<file path="src/rtl/ldpc_pkg.sv">
// Shared constants and types for the rate-5/6 QC-LDPC syndrome checker.
// Proto-matrix geometry and the FSM state encoding live here.
package ldpc_pkg;

  localparam int NB_COL      = 24;
  localparam int NB_ROW      = 4;
  localparam int PROTO_DEPTH = NB_ROW * NB_COL;

  // All-ones shift code marks an empty (null) circulant in the proto ROM.
  function automatic int null_shift(input int shiftw);
    return (1 << shiftw) - 1;
  endfunction

  typedef enum logic [1:0] {
    IDLE,
    RUN,
    DONE
  } state_t;

endpackage

</file>
<file path="src/rtl/circ_rotate.sv">
// Combinational Z-bit circulant rotator: out[i] = in[(i+s) mod Z].
// Shift codes at or above Z (including the null code) yield an all-zero block.
module circ_rotate #(
  parameter  int Z      = 54,
  localparam int SHIFTW = $clog2(Z)
) (
  input  logic [Z-1:0]      in_block,
  input  logic [SHIFTW-1:0] shift,
  output logic [Z-1:0]      out_block
);

  localparam logic [SHIFTW:0] Z_LIMIT = (SHIFTW + 1)'(Z);

  logic [2*Z-1:0] doubled;
  logic [Z-1:0]   shifted;

  // Right-shifting two concatenated copies gives the modular wrap for free.
  assign doubled   = {in_block, in_block};
  assign shifted   = Z'(doubled >> shift);
  assign out_block = ({1'b0, shift} < Z_LIMIT) ? shifted : '0;

endmodule

</file>
<file path="src/rtl/qc_syndrome_check.sv">
// Syndrome checker: walks the proto ROM once per codeword, rotating and
// XOR-accumulating each codeword block into its block-row syndrome.
module qc_syndrome_check
  import ldpc_pkg::*;
#(
  parameter  int Z      = 54,
  localparam int SHIFTW = $clog2(Z),
  localparam int ROM_AW = $clog2(PROTO_DEPTH)
) (
  input  logic                 clk,
  input  logic                 rst,
  input  logic                 in_valid,
  output logic                 in_ready,
  input  logic [NB_COL*Z-1:0]  in_codeword,
  output logic [ROM_AW-1:0]    rom_addr,
  input  logic [SHIFTW-1:0]    rom_data,
  output logic                 out_valid,
  input  logic                 out_ready,
  output logic [NB_ROW*Z-1:0]  out_syndrome,
  output logic                 out_pass
);

  localparam int ROW_W = $clog2(NB_ROW);
  localparam int COL_W = $clog2(NB_COL);

  state_t              state, state_next;
  logic [ROM_AW-1:0]   idx;
  logic [ROW_W-1:0]    row;
  logic [COL_W-1:0]    col;
  logic [NB_COL*Z-1:0] cw;
  logic [NB_ROW*Z-1:0] acc, acc_next;
  logic [Z-1:0]        cw_blk, rot_blk;
  logic                accept, last;

  assign accept = (state == IDLE) && in_valid;
  assign last   = (state == RUN) && (idx == ROM_AW'(PROTO_DEPTH - 1));

  always_ff @(posedge clk) begin
    if (rst) state <= IDLE;
    else     state <= state_next;
  end

  always_comb begin
    // NOTE: every output gets a default first so no path can infer a latch.
    state_next = state;
    in_ready   = 1'b0;
    out_valid  = 1'b0;
    rom_addr   = '0;
    case (state)
      IDLE: begin
        in_ready = 1'b1;
        if (in_valid) state_next = RUN;
      end
      RUN: begin
        rom_addr = idx;
        if (last) state_next = DONE;
      end
      DONE: begin
        out_valid = 1'b1;
        if (out_ready) state_next = IDLE;
      end
      default: state_next = IDLE;
    endcase
  end

  // Column mux and row-targeted accumulate, driven by the row/col counters.
  always_comb begin
    cw_blk = '0;
    for (int j = 0; j < NB_COL; j++) begin
      if (col == COL_W'(j)) cw_blk = cw[j*Z +: Z];
    end
  end

  circ_rotate #(.Z(Z)) u_rotate (
    .in_block (cw_blk),
    .shift    (rom_data),
    .out_block(rot_blk)
  );

  always_comb begin
    acc_next = acc;
    for (int r = 0; r < NB_ROW; r++) begin
      if (row == ROW_W'(r)) acc_next[r*Z +: Z] = acc[r*Z +: Z] ^ rot_blk;
    end
  end

  // NOTE: the codeword holding register is pure data, loaded before use, so it carries no reset.
  always_ff @(posedge clk) begin
    if (accept) cw <= in_codeword;
  end

  always_ff @(posedge clk) begin
    if (rst) begin
      idx          <= '0;
      row          <= '0;
      col          <= '0;
      acc          <= '0;
      out_syndrome <= '0;
      out_pass     <= 1'b0;
    end else if (accept) begin
      idx <= '0;
      row <= '0;
      col <= '0;
      acc <= '0;
    end else if (state == RUN) begin
      acc <= acc_next;
      if (last) begin
        idx          <= '0;
        row          <= '0;
        col          <= '0;
        out_syndrome <= acc_next;
        out_pass     <= (acc_next == '0);
      end else begin
        idx <= idx + ROM_AW'(1);
        if (col == COL_W'(NB_COL - 1)) begin
          col <= '0;
          row <= row + ROW_W'(1);
        end else begin
          col <= col + COL_W'(1);
        end
      end
    end
  end

endmodule

</file>
<file path="config.mk">
export PLATFORM = sky130hd
export DESIGN_NAME = qc_syndrome_check
export DESIGN_NICKNAME = d
export VERILOG_FILES = /design/src/rtl/ldpc_pkg.sv /design/src/rtl/circ_rotate.sv /design/src/rtl/qc_syndrome_check.sv
export SDC_FILE = /design/constraint.sdc
export NUM_CORES = 2
export LEC_CHECK = 0
export CAP_MARGIN = 10
export CELL_PAD_IN_SITES_DETAIL_PLACEMENT = 0
export CELL_PAD_IN_SITES_GLOBAL_PLACEMENT = 1
export CORE_AREA = 2 2 594 596
export CTS_BUF_LIST = sky130_fd_sc_hd__clkbuf_4 sky130_fd_sc_hd__clkbuf_8
export DETAILED_ROUTE_END_ITERATION = 16
export DIE_AREA = 0 0 596 598
export PLACE_DENSITY = 0.59
export RECOVER_POWER = 100
export SETUP_SLACK_MARGIN = 0.1
export SLEW_MARGIN = 20
export SYNTH_ARGS = -nofsm -noshare
export SYNTH_HDL_FRONTEND = slang
export SYNTH_SLANG_ARGS = --single-unit
</file>
<file path="constraint.sdc">
create_clock -name clk -period 85.8 [get_ports clk]
set_input_delay 17.16 -clock clk [delete_from_list [all_inputs] [get_ports clk]]
set_output_delay 17.16 -clock clk [all_outputs]
set_load 0.05 [all_outputs]
</file>
-- Yosys cells after proc, flatten, opt, wreduce, memory -nomap -nowiden
Cells that the tools add are included.
- register bits after elaboration: 1745
- bits in latches: 0
- memory bits (writable): 0
- bits in read-only memories: 0
- input bits: 1306
- output and inout port bits: 226
- logic and storage cells: 102
- memories: 0
- add/sub/neg operators: 3
- multiply operators: 0
- div/mod/pow operators: 0
- $lt $le $gt $ge: 1
- eq/ne operators: 32
- shifts and indexed selects: 1
- multiplexer cells: 41
- bitwise operators: 5
- reductions and logical operators: 11
- operator list (kind ; count):
    54-bit 2-to-1 mux ; 29
    216-bit logical NOT ; 1
    54-bit XOR ; 4
    108-bit by 6-bit >> shifter with 54-bit output ; 1
    5-bit by 4-bit equality test with 1-bit output, second input constant ; 8
    5-bit equality test, second input constant ; 8
    5-bit by 3-bit equality test with 1-bit output, second input constant ; 4
    7-bit 2-to-1 mux ; 2
    5-bit by 2-bit equality test with 1-bit output, second input constant ; 2
    2-bit 2-to-1 mux ; 5
    5-bit 2-to-1 mux ; 2
    7-bit by 1-bit adder with 7-bit output, second input constant ; 1
    7-bit equality test, second input constant ; 1
    2-bit equality test, second input constant ; 3
    6-bit less-than comparator, second input constant ; 1
    2-bit inequality test, second input constant ; 3
    2-bit case mux with 3 select lines ; 1
    3-bit AND reduction ; 2
    5-bit by 1-bit adder with 5-bit output, second input constant ; 1
    5-bit by 1-bit equality test with 1-bit output, second input constant ; 1
    5-bit logical NOT ; 1
    2-bit by 1-bit equality test with 1-bit output, second input constant ; 2
    2-bit logical NOT ; 2
    2-bit by 1-bit adder with 2-bit output, second input constant ; 1
    other kinds (6) ; 8

-- Depth between registers and ports, before layout
- depth after elaboration: 30
- gate-level depth with buffers: 30

-- By module
From an unflattened synthesis, not the netlist that was laid out.
- cell total of the unflattened synthesis: 6915
- area, all modules: 78993.3 um^2
- modules (own cells, without submodules) (module ; times used ; cells an instance ; area an instance (um^2) ; sequential area each (um^2)):
    qc_syndrome_check ; 1 ; 6453 ; 74715.4 ; 47905.9
    circ_rotate ; 1 ; 462 ; 4277.9 ; 0.0

-- Worst setup path before layout
OpenSTA, ideal clock, no wires.
- kind: input to register
- from: input port in_valid
- to: register acc[108]
- library setup time: 0.137 ns
- arrival time: 49.509 ns
- slack: 36.154 ns
- stages: 6
- cell sequence: and2_1 or2_2 clkbuf_1 clkbuf_1 clkbuf_1 a211oi_1
- word-level cells in the longest chain between the ends: 2
- RTL lines (item ; line ; text):
    start, declared ; qc_syndrome_check.sv:12 ; input logic in_valid,
    1-bit logical AND ; qc_syndrome_check.sv:35 ; assign accept = (state == IDLE) && in_valid;
    2-bit OR reduction (no source line) ; n/a ;
    end signal, assigned ; qc_syndrome_check.sv:106 ; acc <= acc_next;
    end, declared ; qc_syndrome_check.sv:31 ; logic [NB_ROW*Z-1:0] acc, acc_next;
No other way between the ends.
A chain may end at the register's enable or synchronous reset.

-- Final worst setup path
- from: input port in_valid
- to: register cw[1148], enable pin
- word-level cells in the longest chain between the ends: 1
- RTL lines (item ; line ; text):
    1-bit logical AND ; qc_syndrome_check.sv:35 ;
    named net accept ; qc_syndrome_check.sv:33 ; logic accept, last;
    end signal, assigned ; qc_syndrome_check.sv:89 ; if (accept) cw <= in_codeword;
    end, declared ; qc_syndrome_check.sv:30 ; logic [NB_COL*Z-1:0] cw;
The timed path passes the listed nets, and every way through them passes these cells.

==> flow_summary.toml <==
[pwr]
fraction_of_power_consumed_by_sequential_logic_pct = 45.1
clock_power_share_pct = 40.3
p_per_area_nw_per_um2 = 19.26
swShare_pct = 29.91
intPower_mw = 1.530
switching_power_mw = 0.6529
ir_drop_uv = 11.72
leakagePower_nw = 38.40
combinationalPowerShare_pct = 14.7

[clock_network]
clock-root-buffer = "sky130_fd_sc_hd__clkbuf_8"
cts_hold_repair_buffers = 0
tritoncts.num_buffers = 334
clkSinkCount = 1745
post-cts-setup-buffers = 0
clock_insertion_delay_worst_skew_ns = 1.17
cts.htree.levels = 5
cts_resized = 0
tritoncts_clock_tree = "yes"
clock_tree.buffer_depth = 4
clkTransAtPathRegs_ns = 0.06

[yosys]
synth_cells = 7605
postSynthRegisterBits = 1745
synth_enable_flop_cells = 1296
synth.cell_area_sq_um = 83720
yosysWarningCount = 0
syn_area_per_cell_sq_um = 11.01
synth_top_area_share_pct = 46.48
seq_area_frac_synth_pct = 57.22
postSynthNetCount = 8921
synth.lib_cells_used.distinct = 130
ys_top_cells_by_area = "sky130_fd_sc_hd__edfxtp_1 46%, sky130_fd_sc_hd__dfxtp_1 11%, sky130_fd_sc_hd__a21oi_1 3.6%"
synth_async_sr_flop_share_pct = 0
synth_largest_area_cell = "sky130_fd_sc_hd__edfxtp_1"
synth_flop_cell = "sky130_fd_sc_hd__edfxtp_1"

[routing]
detailedRoute.firstPassIterationCount = 6
drt_wl_total_mm = 665.7
vias = 83210
remaining_drc_errors = 0
ant_nets = 0
avgViaCountPerCell = 5.673
route.detailed.wl_per_inst_um = 45.39
drt_iter0_markers = 11290

[grt]
grt_antenna_before_repair = 489
grtUsageMet2_pct = 57.87
grt_max_degree = 183
top_usage_layer = "met2"
grt_use_total_pct = 35.82
grt_pass1_vias = 77370
global_route.usage.met1_pct = 40.18
grt_remaining_overflow = 0
met3_usage_pct = 8.697
grt_first_pass_wirelength_mm = 832.8

[timing]
number_of_endpoints_failing_setup_at_the_final_stage = 0
max_clock_freq_mhz = 27.78
clock-skew-final_ns = 0.1802
fin_ws_ns = 49.81
max_slew_margin_pct = -581.6
fin_crit_sh_pct = 41.95
unrepaired_setup_endpoints_after_global_routing = "false"
timing.final.hold_violations = 0
slew_viol_final = 1717
max_slew.worst_pin.slew_ns = 10.22
setup_tns_after_final_layout_ns = 0
final.min_clock_period_ns = 35.99

[die]
die_outline_area_sq_um = 356400
core_sq_um = 350800
fp-row-count = 218
start_util_pct = 23.87
fp.dieH_um = 598
num_io_pins = 1532
die-width_um = 596

[status]
run_status = "finished with violations"
violated_checks = "max-capacitance violations, max-slew violations"

[cells_and_area]
final_layout_size_suffix_gt1_share_pct = 11.68
synthToLayoutAreaGrowth_pct = 35.39
mostFrequentLayoutCells = "1,523 x sky130_fd_sc_hd__dlygate4sd3_1, 1,296 x sky130_fd_sc_hd__edfxtp_1, 625 x sky130_fd_sc_hd__nor2_1"
mostFrequentLayoutCell = "sky130_fd_sc_hd__dlygate4sd3_1"
final_design_area_no_fill_sq_um = 113300
postLayoutCoreUtil_pct = 32.31
fin_nets = 10510

[placed_design]
io_buffer_count = 1531
place_worst_setup_slack_ns = 61.56
placement.cell_area_sq_um = 105400
routabilityCongestion = 0.9922
dpl.hpwl_mm = 526.0

[setup_path]
critical_path.startpoint_type = "primary input"
launch_instance_of_the_worst_register_to_register_path = "state[0]$_SDFFE_PP0P_"
timing.critical_path.required_ns = 86.36
timing.rr.end = "cw[1148]$_DFFE_PP_"
critPathMaxFanout = 73
r2r.worst_path.cells = 8
r2r_setup_slack_ns = 65.94
critical_path_class = "in -> reg"
worst_ep_arrival_time_ns = 36.55
critPathCaptureType = "flop"

[worst_hold_path]
min_delay_path_depth = 2
timing.hold.worst.start = "out_syndrome[208]$_SDFFE_PP0P_"
holdPathEnd = "out_syndrome[208]$_SDFFE_PP0P_"
timing.hold.worst.class = "reg -> reg"

[job]
max_cap_viol_count = 30
==> registers in the layout, indices dropped and copies added (netlist names) <==
register      flops
acc             216
col               5
cw             1296
idx               7
out_pass          1
out_syndrome    216
row               2
state             2
==> logic make-up (layout without fill, tap and decap cells) <==
kind of cell,after synthesis,after routing,share of synthesized area [%]
xor gates and xnor gates,234,234,2.448
other,0,604,0
AOI/OAI and AO/OA,2515,2515,21.33
adders and majority gates,10,10,0.1494
DFF,1745,1745,57.22
buffers and inverters,686,2525,3.727
and+or+nand+nor,2359,2359,14.26
muxes,56,56,0.8608
==> cell type report <==
cell class | count | area, sq um
Antenna cell | 604 | 1511
Inverter | 85 | 322.8
Tap cell | 4620 | 5781
Timing Repair Buffer | 1850 | 17610
Sequential cell | 1745 | 47920
Clock buffer | 471 | 5807
Clock inverter | 119 | 963.4
Multi-Input combinational cell | 5174 | 33430
Fill cell | 36060 | 237400
==> through the flow <==
step | hold slack (ns) | instances | total power, mW
2_1_floorplan | 0.4363 | 7605 | 1.165
3_3_place_gp | 0.4473 | 13460 | 1.319
3_5_place_dp | 0.4498 | 13470 | 1.320
4_1_cts | 0.4579 | 14060 | 2.193
5_1_grt | 0.4717 | 14530 | 2.231
6_report | 0.4496 | 14670 | 2.183
==> Yosys cell counts (33+ instances only) <==
cell type and n:
sky130_fd_sc_hd__buf_2 196, sky130_fd_sc_hd__mux2i_1 36, sky130_fd_sc_hd__and2_1 71, sky130_fd_sc_hd__nand4_1 50, sky130_fd_sc_hd__o21ai_1 33, sky130_fd_sc_hd__nor2_1 649
sky130_fd_sc_hd__dfxtp_1 449, sky130_fd_sc_hd__o221ai_1 57, sky130_fd_sc_hd__a211o_1 47, sky130_fd_sc_hd__o21ai_0 305, sky130_fd_sc_hd__xnor2_1 98, sky130_fd_sc_hd__o211ai_1 109
sky130_fd_sc_hd__a221oi_1 100, sky130_fd_sc_hd__o2111ai_1 35, sky130_fd_sc_hd__o32ai_1 48, sky130_fd_sc_hd__a32oi_1 40, sky130_fd_sc_hd__a211oi_1 267, sky130_fd_sc_hd__a21oi_1 600
sky130_fd_sc_hd__o22ai_1 136, sky130_fd_sc_hd__edfxtp_1 1296, sky130_fd_sc_hd__or3_1 98, sky130_fd_sc_hd__nand3_1 137, sky130_fd_sc_hd__o21a_1 51, sky130_fd_sc_hd__a22oi_1 87
sky130_fd_sc_hd__a21o_1 44, sky130_fd_sc_hd__o211a_1 33, sky130_fd_sc_hd__nor4_1 62, sky130_fd_sc_hd__o31ai_1 40, sky130_fd_sc_hd__a31oi_1 51, sky130_fd_sc_hd__a221o_1 46
sky130_fd_sc_hd__and3_1 38, sky130_fd_sc_hd__clkbuf_1 320, sky130_fd_sc_hd__nor2b_1 75, sky130_fd_sc_hd__nand2_1 623, sky130_fd_sc_hd__a2bb2oi_1 35, sky130_fd_sc_hd__nand2b_1 86
sky130_fd_sc_hd__inv_1 79, sky130_fd_sc_hd__nor3_1 162, sky130_fd_sc_hd__nand3b_1 95, sky130_fd_sc_hd__xor2_1 136
==> power by group through the flow <==
| stage | logic [mW] | registers (mW) | clock network (mW) |
|---|---|---|---|
| after floorplan | 0.123 | 1.04 | 0 |
| after global placement | 0.324 | 0.996 | 0 |
| after detailed placement | 0.324 | 0.996 | 0 |
| after CTS | 0.325 | 0.979 | 0.889 |
| after global routing | 0.322 | 0.987 | 0.922 |
| final | 0.320 | 0.984 | 0.879 |
==> critical path: stages <==
cell and delay (ns):
sky130_fd_sc_hd__dlygate4sd3_1 0.53, sky130_fd_sc_hd__and2_0 2.84, sky130_fd_sc_hd__clkbuf_1 1.69, sky130_fd_sc_hd__clkbuf_1 2.24, sky130_fd_sc_hd__clkbuf_1 3.12, sky130_fd_sc_hd__clkbuf_1 2.95, sky130_fd_sc_hd__clkbuf_1 2.56, sky130_fd_sc_hd__clkbuf_1 3.12
==> metal layers <==
layer | wire length [um] | part of all wire, %
met4 | 62550 | 9.4
met3 | 56460 | 8.5
met2 | 308500 | 46
met5 | 1043 | 0.16
met1 | 237200 | 36
==> worst max path at each step <==
| stage | cells after the start | slack (ns) | to | start |
|---|---|---|---|---|
| floorplan | 6 | 36.15 | acc[108]$_SDFFE_PP0N_ | in_valid |
| global placement | 20 | 61.54 | out_pass$_SDFFE_PP0P_ | rom_data[0] |
| detailed placement | 20 | 61.56 | out_pass$_SDFFE_PP0P_ | rom_data[0] |
| CTS | 20 | 62.70 | out_pass$_SDFFE_PP0P_ | rom_data[0] |
| global route | 8 | 49.10 | cw[1148]$_DFFE_PP_ | in_valid |
| finish | 8 | 49.81 | cw[1148]$_DFFE_PP_ | in_valid |
Note: power is estimated with default switching activity, not from simulation.
